<file path="src/rtl/data_mem_preloader.sv">
// rtl/data_mem_preloader.sv - byte-serial image loader that packs big-endian words into ram_512x8
module data_mem_preloader #(
    parameter int DEPTH  = 512,
    parameter int ADDR_W = 9
) (
    input  logic              Clk,
    input  logic              Clr,
    input  logic              Start,
    input  logic [7:0]        ByteIn,
    input  logic              ByteValid,
    input  logic              ByteLast,
    output logic              ByteReady,
    input  logic              PipeEnable,
    input  logic              PipeReadWrite,
    input  logic              PipeSignExtend,
    input  logic [ADDR_W-1:0] PipeAddress,
    input  logic [31:0]       PipeDataIn,
    input  logic [1:0]        PipeSize,
    output logic              MemEnable,
    output logic              MemReadWrite,
    output logic              MemSignExtend,
    output logic [ADDR_W-1:0] MemAddress,
    output logic [31:0]       MemDataIn,
    output logic [1:0]        MemSize,
    output logic              Busy,
    output logic              Done,
    output logic              Overflow,
    output logic [ADDR_W:0]   ByteCount
);

    typedef enum logic [2:0] {
        S_IDLE,
        S_FILL,
        S_WRITE_WORD,
        S_FLUSH,
        S_DONE
    } state_t;

    // Base of the final word slot; a full word written here without ByteLast means memory is full.
    localparam logic [ADDR_W-1:0] LAST_BASE = ADDR_W'(DEPTH - 4);

    state_t              state_q;
    logic [31:0]         buf_q;
    logic [31:0]         buf_d;
    logic [ADDR_W-1:0]   base_q;
    logic [ADDR_W:0]     count_q;
    logic [ADDR_W:0]     count_d;
    logic [1:0]          lane;
    logic                last_q;
    logic [1:0]          pend_q;
    logic [1:0]          fidx_q;
    logic                done_q;
    logic                ovf_q;
    logic [7:0]          flush_byte;

    assign lane    = count_q[1:0];
    assign count_d = count_q + 1'b1;

    // Buffer contents with the incoming byte dropped into its big-endian lane.
    always_comb begin
        buf_d = buf_q;
        case (lane)
            2'd0:    buf_d[31:24] = ByteIn;
            2'd1:    buf_d[23:16] = ByteIn;
            2'd2:    buf_d[15:8]  = ByteIn;
            default: buf_d[7:0]   = ByteIn;
        endcase
    end

    // Byte of a partial word currently being flushed out as a byte write.
    always_comb begin
        case (fidx_q)
            2'd0:    flush_byte = buf_q[31:24];
            2'd1:    flush_byte = buf_q[23:16];
            2'd2:    flush_byte = buf_q[15:8];
            default: flush_byte = buf_q[7:0];
        endcase
    end

    // Loader FSM: state, packing buffer, write address and sticky status flags.
    always_ff @(posedge Clk or negedge Clr) begin
        if (!Clr) begin
            state_q <= S_IDLE;
            buf_q   <= '0;
            base_q  <= '0;
            count_q <= '0;
            last_q  <= 1'b0;
            pend_q  <= '0;
            fidx_q  <= '0;
            done_q  <= 1'b0;
            ovf_q   <= 1'b0;
        end else begin
            case (state_q)
                S_IDLE, S_DONE: begin
                    if (Start) begin
                        state_q <= S_FILL;
                        buf_q   <= '0;
                        base_q  <= '0;
                        count_q <= '0;
                        last_q  <= 1'b0;
                        fidx_q  <= '0;
                        done_q  <= 1'b0;
                        ovf_q   <= 1'b0;
                    end
                end
                S_FILL: begin
                    if (ByteValid) begin
                        buf_q   <= buf_d;
                        count_q <= count_d;
                        if (lane == 2'd3) begin
                            last_q  <= ByteLast;
                            state_q <= S_WRITE_WORD;
                        end else if (ByteLast) begin
                            pend_q  <= lane + 2'd1;
                            fidx_q  <= '0;
                            state_q <= S_FLUSH;
                        end
                    end
                end
                S_WRITE_WORD: begin
                    base_q <= base_q + ADDR_W'(4);
                    buf_q  <= '0;
                    if (last_q) begin
                        done_q  <= 1'b1;
                        state_q <= S_DONE;
                    end else if (base_q == LAST_BASE) begin
                        done_q  <= 1'b1;
                        ovf_q   <= 1'b1;
                        state_q <= S_DONE;
                    end else begin
                        state_q <= S_FILL;
                    end
                end
                S_FLUSH: begin
                    if (fidx_q == pend_q - 2'd1) begin
                        done_q  <= 1'b1;
                        state_q <= S_DONE;
                    end else begin
                        fidx_q <= fidx_q + 2'd1;
                    end
                end
                default: state_q <= S_IDLE;
            endcase
        end
    end

    assign ByteReady = (state_q == S_FILL);
    assign Busy      = (state_q == S_FILL) || (state_q == S_WRITE_WORD) || (state_q == S_FLUSH);
    assign Done      = done_q;
    assign Overflow  = ovf_q;
    assign ByteCount = count_q;

    // Memory port mux: pipeline passthrough when idle/done, loader-driven writes otherwise.
    always_comb begin
        MemEnable     = PipeEnable;
        MemReadWrite  = PipeReadWrite;
        MemSignExtend = PipeSignExtend;
        MemAddress    = PipeAddress;
        MemDataIn     = PipeDataIn;
        MemSize       = PipeSize;
        case (state_q)
            S_FILL: begin
                MemEnable     = 1'b0;
                MemReadWrite  = 1'b0;
                MemSignExtend = 1'b0;
                MemAddress    = '0;
                MemDataIn     = '0;
                MemSize       = 2'b00;
            end
            S_WRITE_WORD: begin
                MemEnable     = 1'b1;
                MemReadWrite  = 1'b1;
                MemSignExtend = 1'b0;
                MemAddress    = base_q;
                MemDataIn     = buf_q;
                MemSize       = 2'b10;
            end
            S_FLUSH: begin
                MemEnable     = 1'b1;
                MemReadWrite  = 1'b1;
                MemSignExtend = 1'b0;
                MemAddress    = base_q + ADDR_W'(fidx_q);
                MemDataIn     = {24'b0, flush_byte};
                MemSize       = 2'b00;
            end
            default: ;
        endcase
    end

endmodule

</file>
<file path="config.mk">
export PLATFORM = sky130hd
export DESIGN_NAME = data_mem_preloader
export DESIGN_NICKNAME = d
export VERILOG_FILES = /design/src/rtl/data_mem_preloader.sv
export SDC_FILE = /design/constraint.sdc
export NUM_CORES = 1
export LEC_CHECK = 0
export ABC_CLOCK_PERIOD_IN_PS = 2000
export CAP_MARGIN = 20
export CORE_MARGIN = 2
export CORE_UTILIZATION = 46
export DETAILED_ROUTE_END_ITERATION = 8
export HOLD_SLACK_MARGIN = 0.05
export PLACE_DENSITY = 0.81
export SETUP_SLACK_MARGIN = 0.1
export SLEW_MARGIN = 30
export SYNTH_ARGS = -nofsm -noshare
export SYNTH_HDL_FRONTEND = slang
export SYNTH_SLANG_ARGS = --single-unit
</file>
<file path="constraint.sdc">
create_clock -name Clk -period 2 [get_ports Clk]
set_input_delay 0.4 -clock Clk [delete_from_list [all_inputs] [get_ports Clk]]
set_output_delay 0.4 -clock Clk [all_outputs]
set_load 0.05 [all_outputs]
</file>
==> qor.txt, run 1 <==
status -> aborted with a tool error
Failed at -> global routing
tool error -> [ERROR DPL-0038] Utilization greater than 100%, impossible to legalize
starting density of the core -> 47.6%
Post-synth EDFFs -> 0
largest family of logic cells by synthesized area -> compound AO/OA/AOI/OAI gates
cell accounting for the most synthesized area -> dfrtp_1
Die Span Y -> 90.7 µm
syn_nets -> 436
Synth Warn # -> 0
# port buffers -> 118
Mapped Avg Cell Area -> 9.39 µm²
placed cell areas -> 5790 µm²
post-synthesis cell count -> 368
Seq/Total Area, Yosys -> 42.7%
multiplexer share of the synthesized area -> 1.52%
Area contributors post-synth -> dfrtp_1, a22o_1, o21ai_0
CTS H-tree depth -> 3
XOR/XNOR Fraction of Synth Area -> 1.27%
largest net degree at the start of global routing -> 38
Compound-Gate Fraction of Synth Area -> 27.7%
GRT worst endpoint -> MemDataIn[2]
Post-Synthesis Cell Area -> 3460 µm²
Seq cells post-synth -> 59
die width -> 90.7 µm
cell row count -> 31
pre-CTS setup slack -> -74.8 ps
CTS Buf Count -> 9
Distinct cells, synth -> 53
clock root cell -> clkbuf_8
Clock Path Buffers -> 2
Post-DP HPWL -> 8910 µm
leading register cell type out of synthesis -> dfrtp_1
GPL Wtd Cong -> 0.940
Sink Count -> 59
fraction of registers with async set/reset -> 100%
io pins -> 119
Synth Area in Adders -> 3.26%
top cell type's share of synthesized area -> 42.7%
worst endpoint type -> primary output
Synth Area in Simple Gates -> 18.6%
stage by stage:
step           util [%]  cells  hold slack, ps
3_5_place_dp       79.8    590             414
2_1_floorplan         -    368             104
4_1_cts            92.4    641             485
3_3_place_gp       79.8    590             408
logic make-up after synthesis:
kind of cell / Yosys count
simple gates: 125
fa+ha+maj: 9
xor+xnor: 5
compound gates: 132
buf+inv: 33
flops: 59
mux: 5
synth_stat cells, types with 3 or more instances:
| cell | n |
|---|---|
| nand2b_1 | 4 |
| nor2_1 | 17 |
| clkbuf_1 | 10 |
| a21o_1 | 4 |
| a32o_1 | 4 |
| buf_2 | 6 |
| buf_4 | 5 |
| mux2i_1 | 3 |
| o21ai_0 | 51 |
| a222oi_1 | 8 |
| a22o_1 | 35 |
| dfrtp_1 | 59 |
| nand3_1 | 7 |
| inv_1 | 6 |
| nand2_1 | 62 |
| xnor2_1 | 3 |
| or3_1 | 3 |
| a21oi_1 | 10 |
| or4b_1 | 4 |
| buf_6 | 3 |
| buf_1 | 3 |
| nor2b_1 | 5 |
| ha_1 | 9 |
| nand4_1 | 3 |
| o21ai_1 | 4 |
repair_timing:
| item | CTS |
|---|---|
| setup endpoints to repair | 59 |
| setup buffers | 27 |
| cloned | 9 |
| pin swaps | 31 |
| hold endpoints to repair | 5 |
| resized for setup | 88 |
| hold buffers | 1 |
==> inputs of run 2 (changes only) <==
Settings changed: CORE_UTILIZATION 46 to 40, HOLD_SLACK_MARGIN 0.05 to unset, PLACE_DENSITY 0.81 to unset, PLACE_DENSITY_LB_ADDON set to 0.15, SETUP_SLACK_MARGIN 0.1 to unset.
==> qor.txt, run 2 <==
Final period util -> 125%
Synth Warn # -> 0 (unchanged)
gr usage total -> 27.7%
crit-path most repeated cell -> buf_4
Pleak -> 2.95 nW
final-report hold violation count -> 0
Worst Tran Pin Value -> 662 ps
first-pass GRT wire length -> 20800 µm
Mapped Avg Cell Area -> 9.39 µm² (unchanged)
cell row count -> 33 (was 31)
combinational power share -> 73.7%
Post-synth EDFFs -> 0 (unchanged)
clock root cell -> clkbuf_8 (unchanged)
Worst Path Max Fanout -> 6
pre-CTS setup slack -> -185 ps (was -74.8 ps)
CTS Buf Count -> 9 (unchanged)
endpoints failing setup -> 45
crit path max-delay cell type -> dfrtp_2
Worst setup EP type -> output pin
NetSw -> 5.90 mW
r2r setup slk -> 10 ps
Sw Share -> 45.2%
io pins -> 119 (unchanged)
total power -> 13.1 mW
most frequent cells in the layout -> nand2_1, clkdlybuf4s50_1, buf_12
Finished Layout Cells -> 646
placed cell areas -> 5540 µm² (was 5790 µm²)
Area contributors post-synth -> dfrtp_1, a22o_1, o21ai_0 (unchanged)
list of most frequent post-synthesis cells -> nand2_1, dfrtp_1, o21ai_0 (unchanged)
initial antenna violation count -> 0
Clock Path Buffers -> 2 (unchanged)
RR Startpoint -> state_q[1]
FF-to-FF path depth -> 8
WP data required -> 1600 ps
status -> finished, violations left (was aborted with a tool error)
FF-to-FF End -> buf_q[23]
worst-skew pair later-pin latency -> 360 ps
Max Clock Freq -> 401 MHz
top cell type's share of synthesized area -> 42.7% (unchanged)
nets@finish -> 604
starting density of the core -> 41.6% (was 47.6%)
post-synthesis cell count -> 368 (unchanged)
CTS H-tree depth -> 3 (unchanged)
fraction of registers with async set/reset -> 100% (unchanged)
critical path, cell by cell -> buf_4, ha_4, nand4bb_4, nor2_1, a21oi_1, buf_4, o21ai_4, buf_12
core area -> 8300 µm²
routed via count -> 3889
violated checks -> negative setup slack
cell accounting for the most synthesized area -> dfrtp_1 (unchanged)
via/cell ratio -> 6.02
Distinct cells, synth -> 53 (unchanged)
n_diodes -> 0
1st-iter DRT viols -> 314
Seq cells post-synth -> 59 (unchanged)
Area Growth Syn to Fin -> 94.5%
Post-Synthesis Cell Area -> 3460 µm² (unchanged)
Pint -> 7.17 mW
Worst path max stage delay -> 440 ps
max reg flops -> 32
drt wl/cell -> 21.8 µm
worst path bufs/invs -> 3
Sink Count -> 59 (unchanged)
Antenna Violating Nets Remaining -> 0
largest net degree at the start of global routing -> 28
post-layout min period -> 2490 ps
Largest Register -> buf_q
Fin Clk Skew -> 15.0 ps
Post-Place Cells -> 596 (was 590)
Pwr Density -> 1940 nW/µm²
drt pass-1 iters -> 7
max-cap violations -> 0
Clk pin slew, worst setup/hold paths -> 80 ps
Post-DP HPWL -> 7790 µm (was 8910 µm)
Die Span Y -> 97.0 µm (was 90.7 µm)
Rel. slew slack -> 55.2%
DRC errors left -> 0
number of global-route vias before repair -> 3800
grt total ovfl -> 0
CTS tree -> built
WP data arrival -> 2090 ps
Hold Crit Class -> in -> async
crit path launch type -> flop
Seq/Total Area, Yosys -> 42.7% (unchanged)
Pins Over Slew Limit -> 0
worst setup margin -> -491 ps
die width -> 97.0 µm (was 90.7 µm)
Die ar. -> 9400 µm²
Reg power frac -> 15.7%
leading register cell type out of synthesis -> dfrtp_1 (unchanged)
syn_nets -> 436 (unchanged)
cell area after layout -> 6720 µm²
setup TNS -> -13110 ps
# port buffers -> 118 (unchanged)
Crit Path Class -> reg -> out
GPL Wtd Cong -> 0.911 (was 0.940)
RSZ-0062 raised after global routing -> yes
Top delay family on crit path -> simple AND/OR/NAND/NOR gates
final wirelength -> 14100 µm
clock share of power -> 10.6%
CTS Hold Bufs -> 0 (was 1)
peak supply drop -> 0.00106 V
count leader, synth -> nand2_1 (unchanged)
share of layout cells above drive strength 1 -> 42.5%
-- run 2: cell counts after synthesis --
Identical to the previous run, type by type.
-- run 2: through the flow --
step	hold WS (ps)	util [%]
after global routing	59.8	81.0
final	18.1	81.0
after detailed placement	409	66.8
after floorplan	104	-
after CTS	37.5	78.3
after global placement	403	66.8
-- run 2: how the worst max path moves through the flow --
stage	startpoint	end	cells past startpoint
floorplan	state_q[2]	MemDataIn[12]	5
detailed placement	fidx_q[0]	MemDataIn[5]	7
finish	fidx_q[1]	MemDataIn[6]	8
CTS	fidx_q[1]	MemDataIn[6]	8
global placement	fidx_q[0]	MemDataIn[6]	8
global route	fidx_q[1]	MemDataIn[6]	8
-- run 2: area by class of cell --
cell class / count / area, µm²
timing repair buffer: 184 / 2480
multi-input combinational: 276 / 2350
fill: 458 / 1580
sequential: 59 / 1490
clock buffer: 11 / 141
tap: 105 / 131
clock inverter: 5 / 100
inverter: 6 / 25.0
-- run 2: power by group through the flow --
stage | clock [mW] | combinational (mW) | sequential, mW
floorplan | 0 | 4.19 | 1.97
global placement | 0 | 7.44 | 1.96
detailed placement | 0 | 7.54 | 1.96
CTS | 1.35 | 9.04 | 2.01
global route | 1.43 | 9.99 | 2.09
finish | 1.39 | 9.63 | 2.05
-- run 2: timing repair --
action,in CTS,in global routing
pin swaps,16,36
cloned,8,3
endpoints found under the setup margin,48,84
buffers inserted,15,13
resized for setup,81,45
-- run 2: cell families (layout without fill, tap and decap cells) --
kind of cell | after synthesis | after routing | share of synthesized area [%]
and+or+nand+nor | 125 | 125 | 18.6
muxes | 5 | 5 | 1.52
xor gates and xnor gates | 5 | 5 | 1.27
DFF | 59 | 59 | 42.7
adders and majority gates | 9 | 9 | 3.26
AOI/OAI and AO/OA | 132 | 132 | 27.7
buffers and inverters | 33 | 206 | 5.00
-- run 2: worst register-to-register path, cell delays in order, from the launching register on --
cell and delay, ps:
dfrtp_2 440, buf_6 140, buf_4 140, buf_12 150, or4b_1 560, o31ai_2 100, buf_6 210, nand2_1 80
o21ai_1 100
-- run 2: metal layers --
metal  vias to the layer above  routed length [µm]  global-route usage, %
li1                       1707                   -                      -
met1                      1902                5520                   36.6
met2                       241                7000                   45.1
met3                        39                1180                   5.78
met4                         0                 359                   9.53
met5                         -                   0                      0
(Power assumes the default switching activity.)
